### src/rtl/mmc_cmd_engine_pkg.sv
// rtl/mmc_cmd_engine_pkg.sv - shared constants, state encoding and CRC7 step for the MMC command engine
package mmc_cmd_engine_pkg;

  // Command/response frame length in bits, and how many leading bits the CRC covers
  localparam int FRAME_LEN = 48;
  localparam int CRC_BITS  = 40;

  // x^7 + x^3 + 1
  localparam logic [6:0] CRC7_POLY = 7'h09;

  // R2/R3-style responses report this index and carry no real CRC
  localparam logic [5:0] R3_IDX = 6'h3F;

  // rsp_err bit positions
  localparam int ERR_TIMEOUT = 0;
  localparam int ERR_CRC     = 1;

  typedef enum logic [2:0] {
    ST_IDLE = 3'd0,
    ST_TX   = 3'd1,
    ST_NCR  = 3'd2,
    ST_RX   = 3'd3,
    ST_NRC  = 3'd4
  } state_t;

  // One serial CRC7 step, MSB-first data
  function automatic logic [6:0] crc7_step(input logic [6:0] crc, input logic din);
    logic fb;
    fb = din ^ crc[6];
    return {crc[5:0], 1'b0} ^ (fb ? CRC7_POLY : 7'h00);
  endfunction

endpackage

### src/rtl/mmc_crc7.sv
// rtl/mmc_crc7.sv - serial CRC7 with clear and enable, shared by transmit and receive
module mmc_crc7
  import mmc_cmd_engine_pkg::*;
(
  input  logic       clk,
  input  logic       rst,
  input  logic       clr,
  input  logic       en,
  input  logic       din,
  output logic [6:0] crc
);

  logic [6:0] crc_q, crc_d;

  // Clear wins over a data step
  always_comb begin
    crc_d = crc_q;
    if (clr) begin
      crc_d = '0;
    end else if (en) begin
      crc_d = crc7_step(crc_q, din);
    end
  end

  // CRC register
  always_ff @(posedge clk) begin
    if (rst) begin
      crc_q <= '0;
    end else begin
      crc_q <= crc_d;
    end
  end

  assign crc = crc_q;

endmodule

### src/rtl/mmc_cmd_engine.sv
// rtl/mmc_cmd_engine.sv - MMC CMD-line serialiser, response capture and check
module mmc_cmd_engine
  import mmc_cmd_engine_pkg::*;
#(
  parameter int RESP_TIMEOUT = 64,
  parameter int NRC_BITS     = 8
) (
  input  logic        cclk,
  input  logic        rst,
  input  logic        bit_en,
  input  logic        req_valid,
  output logic        req_ready,
  input  logic [5:0]  req_idx,
  input  logic [31:0] req_arg,
  input  logic        req_resp,
  output logic        cmd_out,
  output logic        cmd_oe,
  input  logic        cmd_in,
  output logic        rsp_valid,
  output logic [5:0]  rsp_idx,
  output logic [31:0] rsp_arg,
  output logic [1:0]  rsp_err
);

  localparam int CNT_W = 16;

  state_t             state_q, state_d;
  logic [CNT_W-1:0]   cnt_q, cnt_d;
  logic [5:0]         idx_q, idx_d;
  logic [31:0]        arg_q, arg_d;
  logic               resp_q, resp_d;
  logic               cmd_out_q, cmd_out_d;
  logic               cmd_oe_q, cmd_oe_d;
  logic [44:0]        rx_sr_q, rx_sr_d;
  logic               rsp_valid_q, rsp_valid_d;
  logic [5:0]         rsp_idx_q, rsp_idx_d;
  logic [31:0]        rsp_arg_q, rsp_arg_d;
  logic [1:0]         rsp_err_q, rsp_err_d;

  logic               crc_clr, crc_en, crc_din;
  logic [6:0]         crc;
  logic [47:0]        tx_frame;
  logic               tx_bit;
  logic [45:0]        rx_word;
  logic               rx_crc_bad;

  mmc_crc7 u_crc7 (
    .clk (cclk),
    .rst (rst),
    .clr (crc_clr),
    .en  (crc_en),
    .din (crc_din),
    .crc (crc)
  );

  // CRC field is only read from bit 40 on, by which time the CRC has frozen
  assign tx_frame = {1'b0, 1'b1, idx_q, arg_q, crc, 1'b1};
  assign tx_bit   = tx_frame[6'd47 - cnt_q[5:0]];

  // Response bits 2..47: idx, arg, crc, end (transmission bit has shifted out)
  assign rx_word    = {rx_sr_q, cmd_in};
  assign rx_crc_bad = (rx_word[45:40] != R3_IDX) && (rx_word[7:1] != crc);

  // Next-state and datapath logic
  always_comb begin
    state_d     = state_q;
    cnt_d       = cnt_q;
    idx_d       = idx_q;
    arg_d       = arg_q;
    resp_d      = resp_q;
    cmd_out_d   = cmd_out_q;
    cmd_oe_d    = cmd_oe_q;
    rx_sr_d     = rx_sr_q;
    rsp_valid_d = 1'b0;
    rsp_idx_d   = rsp_idx_q;
    rsp_arg_d   = rsp_arg_q;
    rsp_err_d   = rsp_err_q;
    crc_clr     = 1'b0;
    crc_en      = 1'b0;
    crc_din     = tx_bit;

    case (state_q)
      ST_IDLE: begin
        if (req_valid) begin
          idx_d   = req_idx;
          arg_d   = req_arg;
          resp_d  = req_resp;
          cnt_d   = '0;
          crc_clr = 1'b1;
          state_d = ST_TX;
        end
      end

      ST_TX: begin
        if (bit_en) begin
          if (cnt_q < CNT_W'(FRAME_LEN)) begin
            cmd_out_d = tx_bit;
            cmd_oe_d  = 1'b1;
            crc_en    = (cnt_q < CNT_W'(CRC_BITS));
            cnt_d     = cnt_q + CNT_W'(1);
          end else begin
            cmd_out_d = 1'b1;
            cmd_oe_d  = 1'b0;
            cnt_d     = '0;
            if (resp_q) begin
              state_d = ST_NCR;
            end else begin
              rsp_valid_d = 1'b1;
              rsp_err_d   = '0;
              state_d     = ST_NRC;
            end
          end
        end
      end

      ST_NCR: begin
        if (bit_en) begin
          if (!cmd_in) begin
            // CRC of a lone 0 start bit from a zero seed is zero, so clearing covers it
            crc_clr = 1'b1;
            cnt_d   = CNT_W'(1);
            state_d = ST_RX;
          end else if (cnt_q == CNT_W'(RESP_TIMEOUT - 1)) begin
            rsp_err_d              = '0;
            rsp_err_d[ERR_TIMEOUT] = 1'b1;
            rsp_arg_d              = '0;
            rsp_valid_d            = 1'b1;
            cnt_d                  = '0;
            state_d                = ST_NRC;
          end else begin
            cnt_d = cnt_q + CNT_W'(1);
          end
        end
      end

      ST_RX: begin
        if (bit_en) begin
          crc_en  = (cnt_q < CNT_W'(CRC_BITS));
          crc_din = cmd_in;
          if (cnt_q == CNT_W'(FRAME_LEN - 1)) begin
            rsp_idx_d          = rx_word[45:40];
            rsp_arg_d          = rx_word[39:8];
            rsp_err_d          = '0;
            rsp_err_d[ERR_CRC] = rx_crc_bad | ~rx_word[0];
            rsp_valid_d        = 1'b1;
            cnt_d              = '0;
            state_d            = ST_NRC;
          end else begin
            rx_sr_d = {rx_sr_q[43:0], cmd_in};
            cnt_d   = cnt_q + CNT_W'(1);
          end
        end
      end

      ST_NRC: begin
        if (bit_en) begin
          if (cnt_q == CNT_W'(NRC_BITS - 1)) begin
            cnt_d   = '0;
            state_d = ST_IDLE;
          end else begin
            cnt_d = cnt_q + CNT_W'(1);
          end
        end
      end

      default: begin
        cnt_d     = '0;
        cmd_out_d = 1'b1;
        cmd_oe_d  = 1'b0;
        state_d   = ST_IDLE;
      end
    endcase
  end

  // State and datapath registers
  always_ff @(posedge cclk) begin
    if (rst) begin
      state_q     <= ST_IDLE;
      cnt_q       <= '0;
      idx_q       <= '0;
      arg_q       <= '0;
      resp_q      <= 1'b0;
      cmd_out_q   <= 1'b1;
      cmd_oe_q    <= 1'b0;
      rx_sr_q     <= '0;
      rsp_valid_q <= 1'b0;
      rsp_idx_q   <= '0;
      rsp_arg_q   <= '0;
      rsp_err_q   <= '0;
    end else begin
      state_q     <= state_d;
      cnt_q       <= cnt_d;
      idx_q       <= idx_d;
      arg_q       <= arg_d;
      resp_q      <= resp_d;
      cmd_out_q   <= cmd_out_d;
      cmd_oe_q    <= cmd_oe_d;
      rx_sr_q     <= rx_sr_d;
      rsp_valid_q <= rsp_valid_d;
      rsp_idx_q   <= rsp_idx_d;
      rsp_arg_q   <= rsp_arg_d;
      rsp_err_q   <= rsp_err_d;
    end
  end

  assign req_ready = (state_q == ST_IDLE);
  assign cmd_out   = cmd_out_q;
  assign cmd_oe    = cmd_oe_q;
  assign rsp_valid = rsp_valid_q;
  assign rsp_idx   = rsp_idx_q;
  assign rsp_arg   = rsp_arg_q;
  assign rsp_err   = rsp_err_q;

endmodule
### config.mk
export PLATFORM = sky130hd
export DESIGN_NAME = mmc_cmd_engine
export DESIGN_NICKNAME = d
export VERILOG_FILES = /design/src/rtl/mmc_cmd_engine_pkg.sv /design/src/rtl/mmc_crc7.sv /design/src/rtl/mmc_cmd_engine.sv
export SDC_FILE = /design/constraint.sdc
export NUM_CORES = 1
export LEC_CHECK = 0
export BUFFER_PORTS_ARGS = -buffer_cell sky130_fd_sc_hd__buf_2
export CORE_MARGIN = 3
export CORE_UTILIZATION = 37
export CTS_CLUSTER_DIAMETER = 50
export DETAILED_ROUTE_END_ITERATION = 10
export GPL_TIMING_DRIVEN = 0
export PLACE_DENSITY = 0.59
export SLEW_MARGIN = 0
export SYNTH_ARGS = -nofsm -noshare
export SYNTH_HDL_FRONTEND = slang
export SYNTH_SLANG_ARGS = --single-unit
### constraint.sdc
create_clock -name cclk -period 4.51 [get_ports cclk]
set_clock_uncertainty 0.2 [all_clocks]
set_input_delay 0.451 -clock cclk [delete_from_list [all_inputs] [get_ports cclk]]
set_output_delay 0.451 -clock cclk [all_outputs]
set_load 0.05 [all_outputs]
==> results of run 1 <==
## layer usage
metal	up-vias	share of wire, %	global-route usage [%]
li1	2947	-	-
met1	2640	49	22.5
met2	73	47	27.2
met3	9	3.1	3.85
met4	0	0.89	4.99
met5	-	0	0
## worst max-delay path: cells and delay by family, from the launching register on
kind,cells,cell delay [ns]
buffers and inverters,2,0.40
and+or+nand+nor,5,0.87
AOI/OAI and AO/OA,2,0.73
adders and majority gates,1,0.17
DFF,1,0.39
## worst paths after layout
kind,to,slack (ns),cells past startpoint
max reg2reg,cnt_q[7],1.64,10
min reg2reg,rsp_arg[26],0.25,2
max,cnt_q[7],1.64,10
min,arg_q[25],0.05,3
## stage by stage
| step | worst slack (ns) | hold slack [ns] |
|---|---|---|
| after floorplan | 2.12 | 0.232 |
| after global placement | 1.68 | 0.238 |
| after detailed placement | 1.67 | 0.240 |
| after CTS | 1.65 | 0.0420 |
| after global routing | 1.43 | 0.0530 |
| final | 1.64 | 0.0529 |
## power groups by stage
stage / sequential (mW) / combinational [mW] / clock (mW)
3_5_place_dp: 1.51 / 0.900 / 0
3_3_place_gp: 1.51 / 0.901 / 0
6_report: 1.48 / 0.899 / 1.60
4_1_cts: 1.48 / 0.905 / 1.62
5_1_grt: 1.49 / 1.01 / 1.68
2_1_floorplan: 1.50 / 0.669 / 0
## cells by family after synthesis
| family | Yosys count | share of synthesized area, % |
|---|---|---|
| flops | 153 | 46.6 |
| mux | 31 | 5.88 |
| buf+inv | 69 | 4.66 |
| fa+ha+maj | 5 | 0.952 |
| compound gates | 154 | 12.9 |
| simple gates | 376 | 26.2 |
| xor+xnor | 21 | 2.80 |
## registers in the layout (all words and copies together), names as in the netlist
name,cells
resp_q,1
rsp_arg,32
u_crc7.crc,7
cmd_out,1
arg_q,32
rsp_err,2
rx_sr_q,45
cnt_q,16
rsp_valid,1
idx_q,6
cmd_oe,1
rsp_idx,6
state_q,3
## synth_stat cells, types with 3 or more instances
library cell | number | area, um2
mux2i_1 | 24 | 240
nand3_1 | 41 | 205
o21ai_0 | 7 | 35.0
and2_1 | 3 | 18.8
buf_2 | 17 | 85.1
xnor2_1 | 9 | 78.8
nand2b_1 | 5 | 31.3
and3_1 | 4 | 25.0
a21oi_1 | 127 | 636
ha_1 | 5 | 62.6
dfxtp_1 | 153 | 3060
inv_1 | 8 | 30.0
nand2_1 | 224 | 841
and4_1 | 5 | 43.8
nor2_1 | 46 | 173
nor2b_1 | 5 | 31.3
nor3_1 | 7 | 35.0
nand4_1 | 8 | 50.1
buf_4 | 3 | 22.5
mux4_2 | 6 | 135
xor2_1 | 12 | 105
clkbuf_1 | 39 | 146
## area by class of cell
cell class	count	area, um2
Fill cell	1763	9410
Clock inverter	12	211
Sequential cell	153	3060
Buffer	61	277
Tap cell	225	282
Clock buffer	20	447
Inverter	8	30.0
Multi-Input combinational cell	587	3200
Timing Repair Buffer	86	430
## cells in the final DEF (no fill, tap or decap), types with 7 or more instances in the layout
| master | instances |
|---|---|
| nand3_1 | 41 |
| nand2_1 | 224 |
| o21ai_0 | 7 |
| nand4_1 | 8 |
| mux2i_1 | 24 |
| nor3_1 | 7 |
| a21oi_1 | 127 |
| xnor2_1 | 9 |
| buf_2 | 103 |
| dfxtp_1 | 153 |
| inv_1 | 8 |
| xor2_1 | 12 |
| clkbuf_16 | 17 |
| nor2_1 | 46 |
| clkbuf_1 | 41 |
==> impl_metrics.csv, run 1 <==
group,metric,value,unit
timing,tns,0,ns
yosys,synth_cell_types,59,
floorplan,rows,48,
timing,maxSlewViolCount,0,
floorplan,start_util,37.9,%
pwr,p_leak,2.99,nW
critical_path,critPathLaunch,"cnt_q[4]",
clocking,cts_buffer_depth,2,
floorplan,boundaryPins,88,
critical_path,end_kind,"register",
yosys,synth_seq_cells,153,
drt,drc_errors,0,
placement,dpl.cell_count,1120,
drt,dr_total_vias,5669,
grt,antenna_found_initial,0,
floorplan,coreArea,17400,um2
final_layout,finalNonFillerCells,1152,
clocking,hold_buffers,0,
clocking,cts.clk_slew.worst_paths,0.06,ns
critical_path,worstPathCellList,"inv_1 > ha_1 > and4bb_2 > nand4_2 > a222oi_1 > o21a_1 > nand2_1 > nand3_2 > buf_4 > nor2_1",
final_layout,final_nets,963,
clocking,post_cts_resized,0,
yosys,synth_warnings,0,
placement,gp_congestion,0.833,
clocking,cts_tree,"done",
final_layout,diodes,0,
yosys,synth_area,6570,um2
yosys,yosysSeqAreaShare,46.6,%
worst_hold_path,hold_class,"primary input to register",
drt,antenna_left,0,
drt,avgRoutedWirePerCell,14.0,um
drt,wl,16100,um
timing,relSlewSlack,49.0,%
floorplan,fp.dieW,139,um
critical_path,slowest_delay,0.47,ns
yosys,syn_nets,858,
critical_path,cp_max_fo,10,
grt,grt_max_degree,17,
pwr,combPwrFrac,22.6,%
pwr,switchingPower,1.23,mW
pwr,netSwitchingFraction,31.0,%
floorplan,die_y,139,um
final_layout,syn_to_final_growth,20.8,%
pwr,finalPower,3.98,mW
timing,fin_crit_sh,63.7,%
drt,drt-initial-drc-count,365,
pwr,seq_power_share,37.3,%
clocking,clockRootBuffer,"clkbuf_16",
status,status,"complete, no violations",
timing,tightestPinTransition,0.762,ns
grt,grt_overflow,0,
critical_path,required,4.62,ns
yosys,synthesis.instances,809,
final_layout,final_cell_area,7940,um2
timing,grt_setup_unrepaired,"no",
pwr,internal_power,2.74,mW
critical_path,arrival,2.98,ns
yosys,async_reset_ff_share,0,%
grt,grt_pass1_wl,26800,um
timing,finalHoldViolCount,0,
drt,vias_per_cell,4.92,
timing,setup_violations,0,
final_layout,final_core_util,45.8,%
yosys,postSynthAreaPerCell,8.12,um2
clocking,numCtsBuffers,17,
drt,drt_pass1_iterations,4,
clocking,clk_latency,0.43,ns
placement,place_hpwl,11500,um
critical_path,worstSetupPathType,"register to register",
grt,grt_usage,16.8,%
yosys,synth_edf_count,0,
final_layout,drive_gt1_share,17.3,%
yosys,synth_flop_cell,"dfxtp_1",
placement,placed_area,7280,um2
clocking,cts_setup_buffers,0,
critical_path,r2r_start,"cnt_q[4]",
pwr,clkPwrFrac,40.1,%
floorplan,dieArea,19400,um2
flow_run,maxCapViolCount,0,
placement,portBuffers,86,
pwr,power.density,501,nW/um2
timing,fmax,0.348,GHz
clocking,cts.sinks,153,
pwr,peakVddDrop,0.337,mV
timing,timing.final.crit_period,2.87,ns
worst_hold_path,worstHoldStart,"req_arg[25]",
clocking,htreeDepth,4,
grt,grt_pass1_vias,5414,
critical_path,cp_slowest_cell,"a222oi_1",
critical_path,start_kind,"register",
(Power assumes the default switching activity.)
==> run 2: changes to the inputs <==
Settings changed: ABC_AREA from default to 1, PLACE_DENSITY 0.59 to 0.61.
Clock period 4.51 ns to 2.5 ns, I/O delays scaled along.
==> run 2 against run 1 <==
Clock power is 65% higher; worst setup slack worse by 1.5 ns; combinational power grew to 2.8 times the previous value; non-clock buffer count is 37 higher; first-iteration DRC count is 4.1% higher; cell count is 12% higher; worst hold slack worse by 0.031 ns; register-to-register slack worse by 1.4 ns; global-route usage is 1.3 points higher; critical path type is now register to primary output.
==> impl_metrics.csv, run 2 <==
group,metric,value,unit
status,status,"complete, no violations",
yosys,synth_cell_types,38,
final_layout,final_cell_area,8600,um2
yosys,async_reset_ff_share,0,%
floorplan,start_util,37.8,%
pwr,peakVddDrop,0.570,mV
grt,grt_usage,18.1,%
pwr,finalPower,8.06,mW
grt,grt_pass1_vias,6077,
yosys,postSynthAreaPerCell,7.52,um2
yosys,yosysSeqAreaShare,44.9,%
yosys,synth_edf_count,0,
final_layout,syn_to_final_growth,26.1,%
drt,drc_errors,0,
critical_path,crit_buf_inv,3,
critical_path,slowest_delay,0.34,ns
grt,grt_pass1_wl,29700,um
clocking,cts.clk_slew.worst_paths,0.06,ns
clocking,clockRootBuffer,"clkbuf_16",
timing,tightestPinTransition,0.718,ns
drt,drt-initial-drc-count,380,
final_layout,diodes,0,
clocking,cts_tree,"done",
drt,dr_total_vias,6414,
critical_path,required,2.05,ns
yosys,synth_warnings,0,
pwr,switchingPower,2.97,mW
clocking,cts.sinks,153,
yosys,synth.largest_area_cell,"dfxtp_1",
pwr,internal_power,5.09,mW
drt,wl,17800,um
timing,maxSlewViolCount,0,
final_layout,regMostFlops,"rx_sr_q",
clocking,htreeDepth,4,
floorplan,die_y,142,um
timing,finalHoldViolCount,0,
critical_path,end_kind,"primary output",
critical_path,path_depth,5,
final_layout,largest_register_ffs,45,
pwr,power.density,937,nW/um2
pwr,seq_power_share,36.5,%
floorplan,boundaryPins,88,
final_layout,drive_gt1_share,20.5,%
floorplan,fp.dieW,142,um
pwr,p_leak,3.39,nW
yosys,synth_top_area_share,44.9,%
critical_path,cp_slowest_cell,"dfxtp_1",
timing,fmax,0.429,GHz
grt,grt_overflow,0,
yosys,synth_seq_cells,153,
placement,placed_area,7540,um2
final_layout,mostFrequentLayoutCell,"nand2_1",
critical_path,start_kind,"register",
timing,setup_violations,0,
yosys,syn_nets,956,
yosys,netlist_top_cells_area,"dfxtp_1, a21oi_1, nand2_1",
pwr,clkPwrFrac,32.8,%
placement,gp_congestion,0.856,
critical_path,worstPathCellList,"nor2_1 > inv_1 > nor2_4 > clkbuf_2 > buf_2",
yosys,synthTopCellsByCount,"nand2_1, dfxtp_1, a21oi_1, nand3_1, nor2_1",
timing,relSlewSlack,52.1,%
yosys,yosysMostFrequentCell,"nand2_1",
floorplan,coreArea,18000,um2
drt,avgRoutedWirePerCell,13.7,um
critical_path,rr_worst_depth,10,
critical_path,worstSetupPathType,"register to primary output",
clocking,cts_setup_buffers,0,
timing,timing.final.crit_period,2.33,ns
worst_hold_path,holdPathStages,4,
yosys,synth_flop_cell,"dfxtp_1",
clocking,clk_latency,0.43,ns
grt,antenna_found_initial,0,
placement,place_hpwl,12400,um
yosys,synth_area,6820,um2
placement,portBuffers,86,
clocking,cts_buffer_depth,2,
final_layout,mostFrequentLayoutCells,"nand2_1, dfxtp_1, a21oi_1, nand3_1, buf_2",
final_layout,final_nets,1102,
critical_path,reg2reg_slack,0.20,ns
timing,fin_crit_sh,93.3,%
floorplan,rows,49,
drt,antenna_left,0,
flow_run,maxCapViolCount,0,
timing,grt_setup_unrepaired,"no",
pwr,combPwrFrac,30.8,%
critical_path,cp_top_family,"buffers and inverters",
timing,tns,0,ns
grt,grt_max_degree,17,
critical_path,arrival,1.88,ns
worst_hold_path,hold_class,"primary input to register",
clocking,numCtsBuffers,17,
floorplan,dieArea,20100,um2
yosys,synthesis.instances,907,
drt,drt_pass1_iterations,5,
pwr,netSwitchingFraction,36.8,%
drt,vias_per_cell,4.96,
critical_path,cp_max_fo,10,
[run 2: cell count changes in the layout (fill, tap and decap cells not counted), sizes merged, moves of 24 or more]
| cell | delta |
|---|---|
| nor2 | +38 |
| nor3 | +31 |
| nand2 | -46 |
| o21ai | +31 |
| mux2i | -24 |
| inv | +45 |
| nand3 | +72 |
| dlygate4sd3 | +41 |
[run 2: worst paths after layout]
| kind | startpoint | to |
|---|---|---|
| hold reg to reg | idx_q[0] | idx_q[0] |
| setup / recovery | state_q[1] | req_ready |
| hold / removal | bit_en | rx_sr_q[0] |
| setup reg to reg | state_q[2] | cnt_q[10] |
[run 2: logic make-up after synthesis]
logic type,share of synthesized area [%]
simple gates,31.2
compound gates,14.2
flops,44.9
fa+ha+maj,0.917
xor+xnor,1.54
buf+inv,7.17
[run 2: worst register-to-register path: cells and delay by family (launching register included)]
kind            cells  cell delay [ns]
flops               1             0.36
buf+inv             3             0.37
simple gates        6             1.13
compound gates      1             0.16
[run 2: stage by stage]
stage          setup slack (ns)  util [%]  cells  hold slack, ns
2_1_floorplan             0.498         -    907           0.214
3_3_place_gp             0.0972      41.8   1222           0.241
3_5_place_dp             0.0824      41.8   1222           0.243
4_1_cts                  0.0179      47.5   1294          0.0174
5_1_grt                  0.0165      47.7   1294          0.0372
6_report                  0.169      47.7   1294          0.0222
[run 2: layout make-up]
class	count	area (um2)
plain buffers	57	283
clock buffers	21	460
clock inverters	10	144
fillers	1864	9420
inverters	58	219
multi-input cells	639	3300
flip-flops and latches	153	3070
well taps	229	287
repair buffers	127	841
[run 2: power by group through the flow]
stage | Clock (mW) | Sequential, mW | Combinational, mW
finish | 2.64 | 2.94 | 2.48
global route | 2.79 | 2.98 | 2.75
CTS | 2.68 | 2.94 | 2.47
detailed placement | 0 | 2.99 | 2.40
global placement | 0 | 2.98 | 2.39
floorplan | 0 | 3.40 | 1.38
[run 2: what timing repair did]
item | 4_1_cts | 5_1_grt
gates resized for setup | 1 | 20
hold buffers | 41 | 0
endpoints found under the setup margin | 1 | 103
hold endpoints to repair | 43 | 0
[run 2: metal layers]
metal / vias up / wire length [um] / GRT usage (%)
li1: 3328 / - / -
met1: 2940 / 8580 / 24.3
met2: 121 / 8230 / 28.9
met3: 25 / 624 / 3.84
met4: 0 / 350 / 6.16
met5: - / 0 / 0
==> run 3: changes to the inputs <==
--- a/constraint.sdc
+++ b/constraint.sdc
@@ -4,2 +4,2 @@
 set_output_delay 0.25 -clock cclk [all_outputs]
-set_load 0.05 [all_outputs]
+set_load 0.1 [all_outputs]
==> run 3 against run 2 <==
Routed wire length stayed put; register-to-register slack hardly changed; design area about the same; core utilization about the same; combinational power up 22%; power rose by 6.6%; cell count unchanged; highest routed layer unchanged.
==> impl_metrics.csv, run 3 (synthesis results as in run 2) <==
group,metric,value,unit
floorplan,rows,49,
final_layout,diodes,0,
timing,hold_slack,0.0222,ns
grt,grt_overflow,0,
critical_path,worstSetupPathType,"register to primary output",
floorplan,dieArea,20100,um2
placement,dpl.cell_count,1222,
final_layout,final_cell_area,8600,um2
grt,antenna_found_initial,0,
timing,finalHoldViolCount,0,
final_layout,mostFrequentLayoutCell,"nand2_1",
grt,grt_usage,18.1,%
critical_path,end_kind,"primary output",
clocking,cts.sinks,153,
critical_path,crit_buf_inv,3,
placement,place_hpwl,12400,um
placement,placed_area,7540,um2
critical_path,cp_max_fo,10,
clocking,clk_latency,0.43,ns
drt,drc_errors,0,
timing,layout_setup_ws,0.137,ns
critical_path,worstPathCellList,"nor2_1 > inv_1 > nor2_4 > clkbuf_2 > buf_4",
drt,drt-initial-drc-count,380,
timing,timing.final.crit_period,2.36,ns
final_layout,syn_to_final_growth,26.1,%
clocking,htreeDepth,4,
floorplan,start_util,37.8,%
drt,drt_pass1_iterations,5,
final_layout,finalNonFillerCells,1294,
pwr,finalPower,8.60,mW
final_layout,largest_register_ffs,45,
critical_path,cp_top_family,"buffers and inverters",
grt,grt_pass1_wl,29700,um
floorplan,coreArea,18000,um2
final_layout,mostFrequentLayoutCells,"nand2_1, dfxtp_1, a21oi_1, nand3_1, buf_2",
timing,tightestPinTransition,0.718,ns
drt,antenna_left,0,
pwr,peakVddDrop,0.622,mV
placement,gp_congestion,0.856,
drt,avgRoutedWirePerCell,13.7,um
drt,wl,17800,um
pwr,p_leak,3.40,nW
floorplan,die_y,142,um
placement,dp_slack,0.0824,ns
status,status,"complete, no violations",
floorplan,boundaryPins,88,
final_layout,final_nets,1102,
final_layout,regMostFlops,"rx_sr_q",
drt,dr_total_vias,6414,
timing,relSlewSlack,52.1,%
clocking,cts.clk_slew.worst_paths,0.06,ns
timing,tns,0,ns
floorplan,fp.dieW,142,um
critical_path,slowest_delay,0.34,ns
drt,vias_per_cell,4.96,
timing,fmax,0.423,GHz
critical_path,arrival,1.91,ns
critical_path,required,2.05,ns
timing,maxSlewViolCount,0,
flow_run,maxCapViolCount,0,
critical_path,start_kind,"register",
worst_hold_path,hold_class,"primary input to register",
pwr,power.density,999,nW/um2
clocking,numCtsBuffers,17,
timing,setup_violations,0,
clocking,clockRootBuffer,"clkbuf_16",
final_layout,final_core_util,47.7,%
grt,grt_pass1_vias,6077,
grt,grt_max_degree,17,
placement,portBuffers,86,
timing,fin_crit_sh,94.5,%
clocking,cts_tree,"done",
critical_path,cp_slowest_cell,"dfxtp_1",
timing,grt_setup_unrepaired,"no",
clocking,cts_buffer_depth,2,
final_layout,drive_gt1_share,20.5,%
[run 3: cell types whose count changed in the layout (fill, tap and decap cells not counted)]
cell,change
buf_2,-1
buf_4,+1
[run 3: metal layers]
layer | part of all wire, % | global-route usage, %
met5 | 0 | 0
met4 | 2.0 | 6.16
met3 | 3.5 | 3.84
met2 | 46 | 28.9
met1 | 48 | 24.3
[run 3: repair_timing]
action | CTS | global route
setup buffers | 0 | 0
setup endpoints to repair | 1 | 103
endpoints found under the hold margin | 43 | 0
gates resized for setup | 2 | 20
hold buffers | 41 | 0
[run 3: worst paths after layout]
path	start	endpoint	slack, ns	cells after the start
worst max-delay path	state_q[1]	req_ready	0.14	5
worst min register to register	idx_q[0]	idx_q[0]	0.25	2
worst min-delay path	bit_en	rx_sr_q[0]	0.02	4
worst max register to register	state_q[2]	cnt_q[10]	0.20	10
[run 3: area by class of cell]
type	instances	area (um2)
tap	229	287
multi-input combinational	639	3300
buffer	57	283
clock inverter	10	144
clock buffer	21	460
inverter	58	219
sequential	153	3070
timing repair buffer	127	843
fill	1863	9420
[run 3: worst register-to-register path, delay by kind of cell, from the launching register on]
| kind | cells | cell delay [ns] |
|---|---|---|
| buffers and inverters | 3 | 0.37 |
| DFF | 1 | 0.36 |
| and+or+nand+nor | 6 | 1.13 |
| AOI/OAI and AO/OA | 1 | 0.16 |
[run 3: where the power goes]
| group | internal (mW) | switching [mW] |
|---|---|---|
| clock | 1.62 | 1.02 |
| sequential | 2.75 | 0.188 |
| combinational | 0.725 | 2.29 |
| total | 5.10 | 3.50 |
